`config.mk`:
```
export PLATFORM = sky130hd
export DESIGN_NAME = board_run_ctrl_flat
export DESIGN_NICKNAME = d
export VERILOG_FILES = /design/src/rtl/board_run_ctrl_if.sv /design/src/rtl/board_run_ctrl.sv /design/src/flat_wrapper.sv
export SDC_FILE = /design/constraint.sdc
export NUM_CORES = 1
export LEC_CHECK = 0
export ABC_AREA = 0
export ABC_CLOCK_PERIOD_IN_PS = 1800
export BUFFER_PORTS_ARGS = -buffer_cell sky130_fd_sc_hd__clkbuf_2
export CORE_MARGIN = 3
export CORE_UTILIZATION = 49
export CTS_CLUSTER_DIAMETER = 200
export CTS_CLUSTER_SIZE = 40
export DETAILED_ROUTE_END_ITERATION = 6
export PLACE_DENSITY = 0.82
export SYNTH_ARGS = -nofsm -noshare
export SYNTH_HDL_FRONTEND = slang
export SYNTH_SLANG_ARGS = --single-unit
```
`constraint.sdc`:
```
create_clock -name clk -period 1.8 [get_ports clk]
set_input_delay 0 -clock clk [delete_from_list [all_inputs] [get_ports clk]]
set_output_delay 0 -clock clk [all_outputs]
set_load 0.005 [all_outputs]
```
`src/rtl/board_run_ctrl_if.sv`:
```
// board_run_ctrl_if: board/CPU-side signals of the run controller
// stall, step, halt_req : board switch, push-button and CPU halt request into the controller
// cpu_ena, state, cycle_cnt, step_done : controller outputs
interface board_run_ctrl_if #(parameter int CNT_W = 32);
  logic stall;
  logic step;
  logic halt_req;
  logic cpu_ena;
  logic [1:0] state;
  logic [CNT_W-1:0] cycle_cnt;
  logic step_done;
  modport master(output stall, step, halt_req, input cpu_ena, state, cycle_cnt, step_done);
  modport slave(input stall, step, halt_req, output cpu_ena, state, cycle_cnt, step_done);
endinterface

```
`src/rtl/board_run_ctrl.sv`:
```
// board_run_ctrl: run/pause/single-step/halt control of a CPU clock enable
// clk, rst : system clock, asynchronous active-high reset
// bus      : stall/step (raw async), halt_req in; cpu_ena, state, cycle_cnt, step_done out
module board_run_ctrl #(
  parameter int DEBOUNCE_CYCLES = 20,
  parameter int CNT_W = 32
) (
  input logic clk,
  input logic rst,
  board_run_ctrl_if.slave bus
);
  localparam int CW = $clog2(DEBOUNCE_CYCLES + 1);
  localparam logic [CW-1:0] LAST = CW'(DEBOUNCE_CYCLES - 1);
  localparam logic [1:0] RUN = 2'b00, PAUSE = 2'b01, STEP = 2'b10, HALT = 2'b11;
  logic [1:0] s0, s1, db;
  logic [CW-1:0] cnt [2];
  logic step_q;
  logic step_pulse;
  logic [1:0] st, nxt;
  logic ena;
  logic [CNT_W-1:0] cycles;
  logic done;
  // bit 0 = stall, bit 1 = step
  always_ff @(posedge clk or posedge rst)
    if (rst) begin
      s0 <= '0;
      s1 <= '0;
    end else begin
      s0 <= {bus.step, bus.stall};
      s1 <= s0;
    end
  // a level is accepted on the DEBOUNCE_CYCLES-th consecutive differing sample
  always_ff @(posedge clk or posedge rst)
    if (rst) begin
      db <= '0;
      for (int i = 0; i < 2; i++) cnt[i] <= '0;
    end else begin
      for (int i = 0; i < 2; i++)
        if (s1[i] == db[i]) cnt[i] <= '0;
        else if (cnt[i] == LAST) begin
          db[i] <= s1[i];
          cnt[i] <= '0;
        end else cnt[i] <= cnt[i] + 1'b1;
    end
  always_ff @(posedge clk or posedge rst)
    if (rst) step_q <= 1'b0;
    else step_q <= db[1];
  assign step_pulse = db[1] & ~step_q;
  assign ena = (st == RUN) || (st == STEP);
  // halt_req only matters in the two enabled states; step_pulse only in PAUSE
  always_comb
    nxt = st == RUN   ? (bus.halt_req ? HALT : (db[0] ? PAUSE : RUN)) :
          st == PAUSE ? (!db[0] ? RUN : (step_pulse ? STEP : PAUSE)) :
          st == STEP  ? (bus.halt_req ? HALT : PAUSE) : HALT;
  always_ff @(posedge clk or posedge rst)
    if (rst) begin
      st <= RUN;
      cycles <= '0;
      done <= 1'b0;
    end else begin
      st <= nxt;
      cycles <= cycles + CNT_W'(ena);
      done <= st == STEP;
    end
  assign bus.state = st;
  assign bus.cpu_ena = ena;
  assign bus.cycle_cnt = cycles;
  assign bus.step_done = done;
endmodule

```
`src/flat_wrapper.sv`:
```
// flat-port wrapper written by rule: the top's interface ports become plain ports
module board_run_ctrl_flat 
#(
  parameter int DEBOUNCE_CYCLES = 20,
  parameter int CNT_W = 32
)
  (clk, rst, bus_stall, bus_step, bus_halt_req, bus_cpu_ena, bus_state, bus_cycle_cnt, bus_step_done);
  board_run_ctrl_if #(.CNT_W(CNT_W)) bus_i ();
  input logic clk;
  input logic rst;
  input wire logic [$bits(bus_i.stall)-1:0] bus_stall;
  input wire logic [$bits(bus_i.step)-1:0] bus_step;
  input wire logic [$bits(bus_i.halt_req)-1:0] bus_halt_req;
  output wire logic [$bits(bus_i.cpu_ena)-1:0] bus_cpu_ena;
  output wire logic [$bits(bus_i.state)-1:0] bus_state;
  output wire logic [$bits(bus_i.cycle_cnt)-1:0] bus_cycle_cnt;
  output wire logic [$bits(bus_i.step_done)-1:0] bus_step_done;
  assign bus_i.stall = bus_stall;
  assign bus_i.step = bus_step;
  assign bus_i.halt_req = bus_halt_req;
  assign bus_cpu_ena = bus_i.cpu_ena;
  assign bus_state = bus_i.state;
  assign bus_cycle_cnt = bus_i.cycle_cnt;
  assign bus_step_done = bus_i.step_done;
  board_run_ctrl #(.DEBOUNCE_CYCLES(DEBOUNCE_CYCLES), .CNT_W(CNT_W)) u_core (.clk(clk), .rst(rst), .bus(bus_i));
endmodule
```
Word level (Yosys, flattened, before mapping)

Cells that the tools add are included.

Bitwise gates (word level): 4
Equal/unequal tests: 6
Muxes and demuxes: 12
Reductions and logical operators: 4
Add/sub/neg operators: 3

Operator list:

| operator              | count |
|---|---|
| $add A32 B1 Y32       | 1 |
| $mux W5               | 4 |
| $mux W2               | 7 |
| $add A5 B1 Y5 const B | 2 |
| $eq A5 B5 Y1 const B  | 2 |
| $reduce_and A2 Y1     | 2 |
| $not A1 Y1            | 3 |
| $eq A1 B1 Y1          | 2 |
| $eq A2 B1 Y1 const B  | 1 |
| $eq A2 B2 Y1 const B  | 1 |
| $logic_not A2 Y1      | 1 |
| $and A1 B1 Y1         | 1 |
| $logic_or A1 B1 Y1    | 1 |
| $mux W1               | 1 |

Flip-flop bits (word level): 52
Output and inout port bits: 36
Logic and storage cells: 39
Input port bits: 5

Longest topological paths before layout

Gate-level depths: netlist of run 1.

Depth after elaboration: 6
Depth in mapped cells: 8
Mapped depth without buffers: 7

Worst setup path after synthesis of run 1

OpenSTA, ideal clock, no wires.

Path kind: flip-flop to flip-flop
Start point: register u_core.st[0], in the netlist u_core.bus.state[0]
End point: register u_core.cycles[18], in the netlist u_core.bus.cycle_cnt[18]
Path buffers: 1
Stages on the path, launching flop included: 9
Data required time: 1721 ps
Period minus slack after synthesis: 1965 ps
Library setup time: 79 ps
Data arrival time: 1885 ps
Slack: -165 ps
Cell sequence: dfrtp_1 > inv_1 > ha_1 > ha_1 > nand2_1 > or4_1 > buf_6 > nor3_2 > xor2_1

Cells in the longest elaborated chain, start to end: 3
Elaborated cells between the ends (all ways): 4
Classes of those cells: 1 x add/sub; 1 x eq/ne; 2 x reduce/logical

RTL lines:

| what                                                    | RTL line             | text |
|---|---|---|
| start: declaration                                      | board_run_ctrl.sv:19 | `logic [1:0] st, nxt;` |
| start signal: assignment                                | board_run_ctrl.sv:61 | `st <= nxt;` |
| $eq A2 B2 Y1 / $logic_not A2 Y1 (equally long branches) | board_run_ctrl.sv:49 | `assign ena = (st == RUN) \|\| (st == STEP);` |
| $logic_or A1 B1 Y1 (*)                                  | board_run_ctrl.sv:49 |  |
| via bus_cpu_ena                                         | flat_wrapper.sv:14   | `output wire logic [$bits(bus_i.cpu_ena)-1:0] bus_cpu_ena;` |
| $add A32 B1 Y32 (*)                                     | board_run_ctrl.sv:62 | `cycles <= cycles + CNT_W'(ena);` |
| end signal: assignment                                  | board_run_ctrl.sv:62 |  |
| end: declaration                                        | board_run_ctrl.sv:21 | `logic [CNT_W-1:0] cycles;` |

Mark *: on every way through the listed nets, which the timed path passes. The rest lies on a longest branch.
A chain may end at the register's enable or synchronous reset.

Worst setup path in the final report of run 1

Start point: register u_core.st[0], in the netlist u_core.bus.state[0]
End point: register u_core.cycles[18], in the netlist u_core.bus.cycle_cnt[18]

Cells in the longest elaborated chain, start to end: 3
Elaborated cells between the ends (all ways): 4
Classes of those cells: 1 x add/sub; 1 x eq/ne; 2 x reduce/logical

RTL lines:

| what                                                    | RTL line |
|---|---|
| $eq A2 B2 Y1 / $logic_not A2 Y1 (equally long branches) | board_run_ctrl.sv:49 |
| $logic_or A1 B1 Y1 (*)                                  | board_run_ctrl.sv:49 |
| $add A32 B1 Y32 (*)                                     | board_run_ctrl.sv:62 |

Mark *: on every way between the ends. The rest lies on a longest branch, timed or not.

==> flow_summary.toml, run 1 <==
[route]
totalWireLength_um = 4620
dr.pass1.iters = 4
drc = 0
antenna_left = 0
drt-initial-drc-count = 94
vias = 1704
vias_per_cell = 5.29
avgRoutedWirePerCell_um = 14.3

[pwr]
peakVddDrop_mv = 0.696
p_per_area_nw_per_um2 = 892
finalPower_mw = 2.60
leakage_nw = 1.48

[worst_setup_path]
r2r_slack_ps = 5
crit_required_ps = 2030
timing.rr.end = "u_core.bus.cycle_cnt[18]"
critPathCaptureType = "register"
worstSetupPathType = "register to register"
r2r-start = "u_core.bus.state[0]"
reg2reg_depth = 8
cp.arrival_ps = 2020
crit_path_max_fanout = 5
start_kind = "register"

[placement]
portBuffers = 40
dp_hpwl_um = 3230
place_area_um2 = 2720
gp_congestion = 0.828

[die]
die_w_um = 74.5
core_area_um2 = 4440
chipHeight_um = 74.5
rows = 24
initial_core_util_pct = 51.8
die_area_um2 = 5550
ios = 41

[layout]
final_core_util_pct = 65.6
final_nets = 279
fin_area_um2 = 2920
syn2layout_area_growth_pct = 26.8
fillers = 343
antenna_cells = 0
drive_above_1_share_pct = 33.3

[global_routing]
grt_use_total_pct = 18.0
grt_pass1_wl_um = 7710
grt_pass1_vias = 1717
grt_overflow = 0
grt_max_degree = 53
antenna_found_initial = 0

[timing]
max-slew-margin-rel_pct = 57.8
skew_ps = 7.80
hold_ws_ps = 333
fmax_mhz = 557
worst_pin_slew_ps = 632
maxSlewViolCount = 0
period_needed_ps = 1800
setup_viol = 0
hold_violations = 0
rsz0062_at_grt = "yes"
period_share_pct = 99.7
setup-tns-final_ps = 0

[yosys]
synthCells = 198
yosysUniqueCellTypes = 29
synth_area_per_cell_um2 = 11.6
yosys_warnings = 0
ys_ff_latch = 52
syn_area_um2 = 2300
yosysSeqAreaShare_pct = 56.6
syn_nets = 208

[status]
status = "completed"

[worst_hold_path]
worst_hold_startpoint = "bus_step"
hold_depth = 2
hp-class = "input pin to register"
min_to = "u_core.s0[1]"

[job]
cap_violations = 0

[cts]
numCtsBuffers = 5
ctsLongestPathBuffers = 2
cts_tree = "done"
root_buffer = "clkbuf_8"
clkLatencyLatePin_ps = 310
cts.reportedPaths.clkPinSlew_ps = 90
cts_sinks = 52
htree_levels = 2
cell usage after synthesis, drive strengths merged:
library cell,count,area share [%]
a21oi,2,0.44
a22oi,2,0.65
a31oi,1,0.27
and2,1,0.27
and3,4,1.1
and4,1,0.38
buf,1,0.49
dfrtp,52,57
ha,5,2.7
inv,8,1.3
mux2,4,2.0
nand2,13,2.1
nand2b,2,0.54
nand3,14,3.3
nand4,12,3.8
nor2,15,2.4
nor2b,4,1.1
nor3,11,3.7
nor3b,2,0.65
nor4,3,1.5
o21ai,4,0.87
o21bai,1,0.33
or4,2,0.65
xnor2,18,6.9
xor2,16,6.1
through the flow:
stage / instances / setup slack [ps]
floorplan: 198 / 11.5
global placement: 308 / 55.1
detailed placement: 308 / -8.03
CTS: 322 / 4.36
global route: 322 / -77.1
finish: 322 / 4.84
worst max-delay path by stage:
| stage | startpoint | to | slack, ps | cells past startpoint |
|---|---|---|---|---|
| 3_5_place_dp | u_core.bus.state[0] | u_core.bus.cycle_cnt[18] | -8 | 8 |
| 6_report | u_core.bus.state[0] | u_core.bus.cycle_cnt[18] | 5 | 8 |
| 4_1_cts | u_core.bus.state[0] | u_core.bus.cycle_cnt[18] | 4 | 8 |
| 2_1_floorplan | u_core.bus.state[0] | u_core.bus.cycle_cnt[18] | 10 | 8 |
| 5_1_grt | u_core.bus.state[0] | u_core.bus.cycle_cnt[20] | -80 | 8 |
| 3_3_place_gp | u_core.bus.state[0] | u_core.bus.cycle_cnt[22] | 60 | 8 |
placed cells by master (no fill, tap or decap), types with 5 or more instances in the layout:
master,synthesis,final
clkbuf_2,0,40
nand2_1,13,12
nand3_1,13,13
dfrtp_1,52,52
buf_4,0,19
clkbuf_8,0,6
inv_1,8,6
nor2_1,15,14
nand4_1,10,10
xnor2_1,18,18
xor2_1,16,16
nor3_1,5,5
cells by family (layout without fill, tap and decap cells):
group,count (synthesis),in the layout,share of synthesized area (%)
XOR/XNOR,34,34,12.9
multiplexers,4,4,1.96
flip-flops,52,52,56.6
AO/OA/AOI/OAI,10,10,2.56
buffers and inverters,9,81,1.79
AND/OR/NAND/NOR,84,84,21.5
adder cells (fa/ha/maj),5,5,2.72
flip-flops by register name (all words and copies together), names as in the netlist:
signal and flops:
u_core.db 2, u_core.cnt 10, u_core.bus.step_done 1, u_core.step_q 1, u_core.bus.cycle_cnt 32, u_core.bus.state 2, u_core.s1 2, u_core.s0 2
what timing repair did:
item / in CTS / in global routing
setup endpoints to repair: 4 / 12
cloned: 1 / 0
gates resized for setup: 6 / 4
hold buffers: 4 / 0
buffers inserted: 1 / 0
endpoints found under the hold margin: 56 / 0
pin swaps: 0 / 4
report_power, final:
part / internal [mW] / leakage (nW) / switching [mW]
registers: 1.28 / 0.695 / 0.107
logic: 0.270 / 0.744 / 0.255
clock network: 0.313 / 0.0445 / 0.374
total: 1.86 / 1.48 / 0.736
layer usage:
layer	track usage, %	routed length (µm)
met1	24.2	2090
met2	29.7	2310
met3	4.46	184
met4	4.15	36
met5	0	0
worst max-delay path, cell delays in order (launching register included):
cell and delay [ps]:
dfrtp_1 400, inv_2 80, ha_4 140, ha_4 120, nand2_2 50, or4_4 440
buf_8 170, nor3_4 160, xor2_1 170
cell type report:
class | instances | area (µm²) | area share [%]
Clock buffer | 7 | 86.3 | 2.96
Inverter | 8 | 30.0 | 1.03
Clock inverter | 1 | 7.51 | 0.257
Timing Repair Buffer | 65 | 403 | 13.8
Sequential cell | 52 | 1300 | 44.6
Tap cell | 52 | 65.1 | 2.23
Multi-Input combinational cell | 137 | 1020 | 35.1
(Power assumes the default switching activity.)
==> inputs of run 2 (changes only) <==
Settings changed: CORE_UTILIZATION 49 to 30, PLACE_DENSITY 0.82 to 0.58.
==> run 2 against run 1 <==
  * Final cell count grew 15%
  * Maximum frequency grew 0.86%
  * Sequential power is essentially flat
  * Wire length shrank 2.3%
  * Worst hold slack lost 60 ps
  * Critical path depth is the same
  * Sequential share of layout area shrank 0.94 points
  * Design area grew 2.1%
  * Critical path type unchanged
  * Critical endpoint is now u_core.bus.cycle_cnt[22]
  * Largest cell class unchanged
  * Largest power group unchanged
  * Highest routed layer unchanged
==> flow_summary.toml, run 2 (same netlist as run 1, synthesis figures left out) <==
[pwr]
p_per_area_nw_per_um2 = 862
p_switching_mw = 0.707
finalPower_mw = 2.57
p_seq_share_pct = 53.8
pwr-share-clk_pct = 26.2
peakVddDrop_mv = 0.722
p_int_mw = 1.86
combPwrFrac_pct = 20.0
leakage_nw = 1.47
switching_share_pct = 27.5

[layout]
fin_area_um2 = 2980
layout_common_cells = "dfrtp_1, clkbuf_2, buf_4"
drive_above_1_share_pct = 33.6
antenna_cells = 0
final_nets = 280
largest_reg_flops = 32
syn2layout_area_growth_pct = 29.5
layout_commonest_cell = "dfrtp_1"

[timing]
hold_violations = 0
period_share_pct = 98.9
worst_pin_slew_ps = 438
setup_viol = 0
skew_ps = 7.99
fmax_mhz = 562
setup-tns-final_ps = 0
rsz0062_at_grt = "yes"
max-slew-margin-rel_pct = 70.6
maxSlewViolCount = 0
finalWorstSetupSlack_ps = 20.1
hold_ws_ps = 273
period_needed_ps = 1780

[worst_setup_path]
crit_path_max_incr_delay_ps = 440
crit_path_max_fanout = 5
crit_required_ps = 2030
path_cells = "inv_2, ha_4, ha_4, nand2_2, or4_4, buf_8, nor3_2, xor2_1"
cp_top_family = "simple AND/OR/NAND/NOR gates"
cp.arrival_ps = 2010
start_kind = "register"
worstSetupPathType = "register to register"
path_buf_inv = 2
slowest_stage = "or4_4"
crit_top_cell = "ha_4"
critPathCaptureType = "register"

[route]
drt-initial-drc-count = 51
drc = 0
vias_per_cell = 4.47
antenna_left = 0
dr.pass1.iters = 4
avgRoutedWirePerCell_um = 12.2
totalWireLength_um = 4510
vias = 1654

[cts]
numCtsBuffers = 5
cts_sinks = 52
cts_tree = "done"
clkLatencyLatePin_ps = 300
cts.reportedPaths.clkPinSlew_ps = 90
root_buffer = "clkbuf_8"
ctsLongestPathBuffers = 2
htree_levels = 2

[placement]
dpl_worst_slack_ps = -7.81
place_area_um2 = 2800
portBuffers = 40
dp_hpwl_um = 3300
gp_congestion = 0.749

[die]
initial_core_util_pct = 31.4
core_area_um2 = 7330
rows = 31
die_w_um = 93.6
ios = 41
chipHeight_um = 93.6
die_area_um2 = 8760

[global_routing]
grt_pass1_wl_um = 7510
grt_max_degree = 53
grt_pass1_vias = 1586
antenna_found_initial = 0
grt_use_total_pct = 10.9
grt_overflow = 0

[worst_hold_path]
hp-class = "input pin to asynchronous set/reset pin"

[job]
cap_violations = 0

[status]
status = "completed"
[run 2: cell types whose count changed in the layout (fill, tap and decap cells not counted)]
cell	previous run	this run
buf_12	0	1
clkinv_2	0	2
nor2_1	14	15
clkinvlp_4	1	0
nor3_2	2	4
nor3_4	4	2
nor2_2	1	0
clkbuf_1	1	0
[run 2: worst paths after layout]
kind,startpoint,end,slack (ps),cells after the start
setup / recovery,u_core.bus.state[0],u_core.bus.cycle_cnt[22],20,8
hold / removal,rst,u_core.cnt[8],270,4
setup reg to reg,u_core.bus.state[0],u_core.bus.cycle_cnt[22],20,8
hold reg to reg,u_core.s0[0],u_core.s1[0],350,0
max in group asynchronous,rst,u_core.cnt[2],1300,4
min in group clk,bus_step,u_core.s0[1],350,2
[run 2: repair_timing]
action / CTS / global route
hold buffers: 4 / 0
hold endpoints to repair: 56 / 0
pin swaps: 1 / 6
setup endpoints to repair: 3 / 9
cloned: 1 / 0
gates resized for setup: 3 / 4
buffers inserted: 0 / 1
[run 2: per-stage QoR]
step / cells / utilization [%]
2_1_floorplan: 198 / -
3_3_place_gp: 356 / 38.2
3_5_place_dp: 356 / 38.2
4_1_cts: 369 / 40.3
5_1_grt: 370 / 40.6
6_report: 370 / 40.6
[run 2: tightest hold or removal path: stages]
cell,delay [ps]
dlygate4sd3_1,530
clkbuf_2,110
inv_2,60
buf_12,260
[run 2: power groups by stage]
stage          registers [mW]  logic, mW  clock network, mW
6_report                 1.38      0.513              0.673
5_1_grt                  1.40      0.578              0.759
4_1_cts                  1.38      0.506              0.708
3_5_place_dp             1.40      0.493                  0
3_3_place_gp             1.40      0.498                  0
2_1_floorplan            1.43      0.196                  0
[run 2: metal layers]
layer / global-route usage (%) / vias up / routed length, µm
met4: 3.37 / 0 / 57
met3: 2.82 / 4 / 216
met1: 15.0 / 786 / 2190
met5: 0 / - / 0
met2: 16.7 / 34 / 2050
li1: - / 830 / -
[run 2: cell type report]
cell class | count | area, µm²
Clock inverter | 2 | 10.0
Clock buffer | 6 | 82.6
Multi-Input combinational cell | 137 | 1010
Fill cell | 732 | 4350
Timing Repair Buffer | 66 | 423
Sequential cell | 52 | 1300
Tap cell | 99 | 124
Inverter | 8 | 30.0
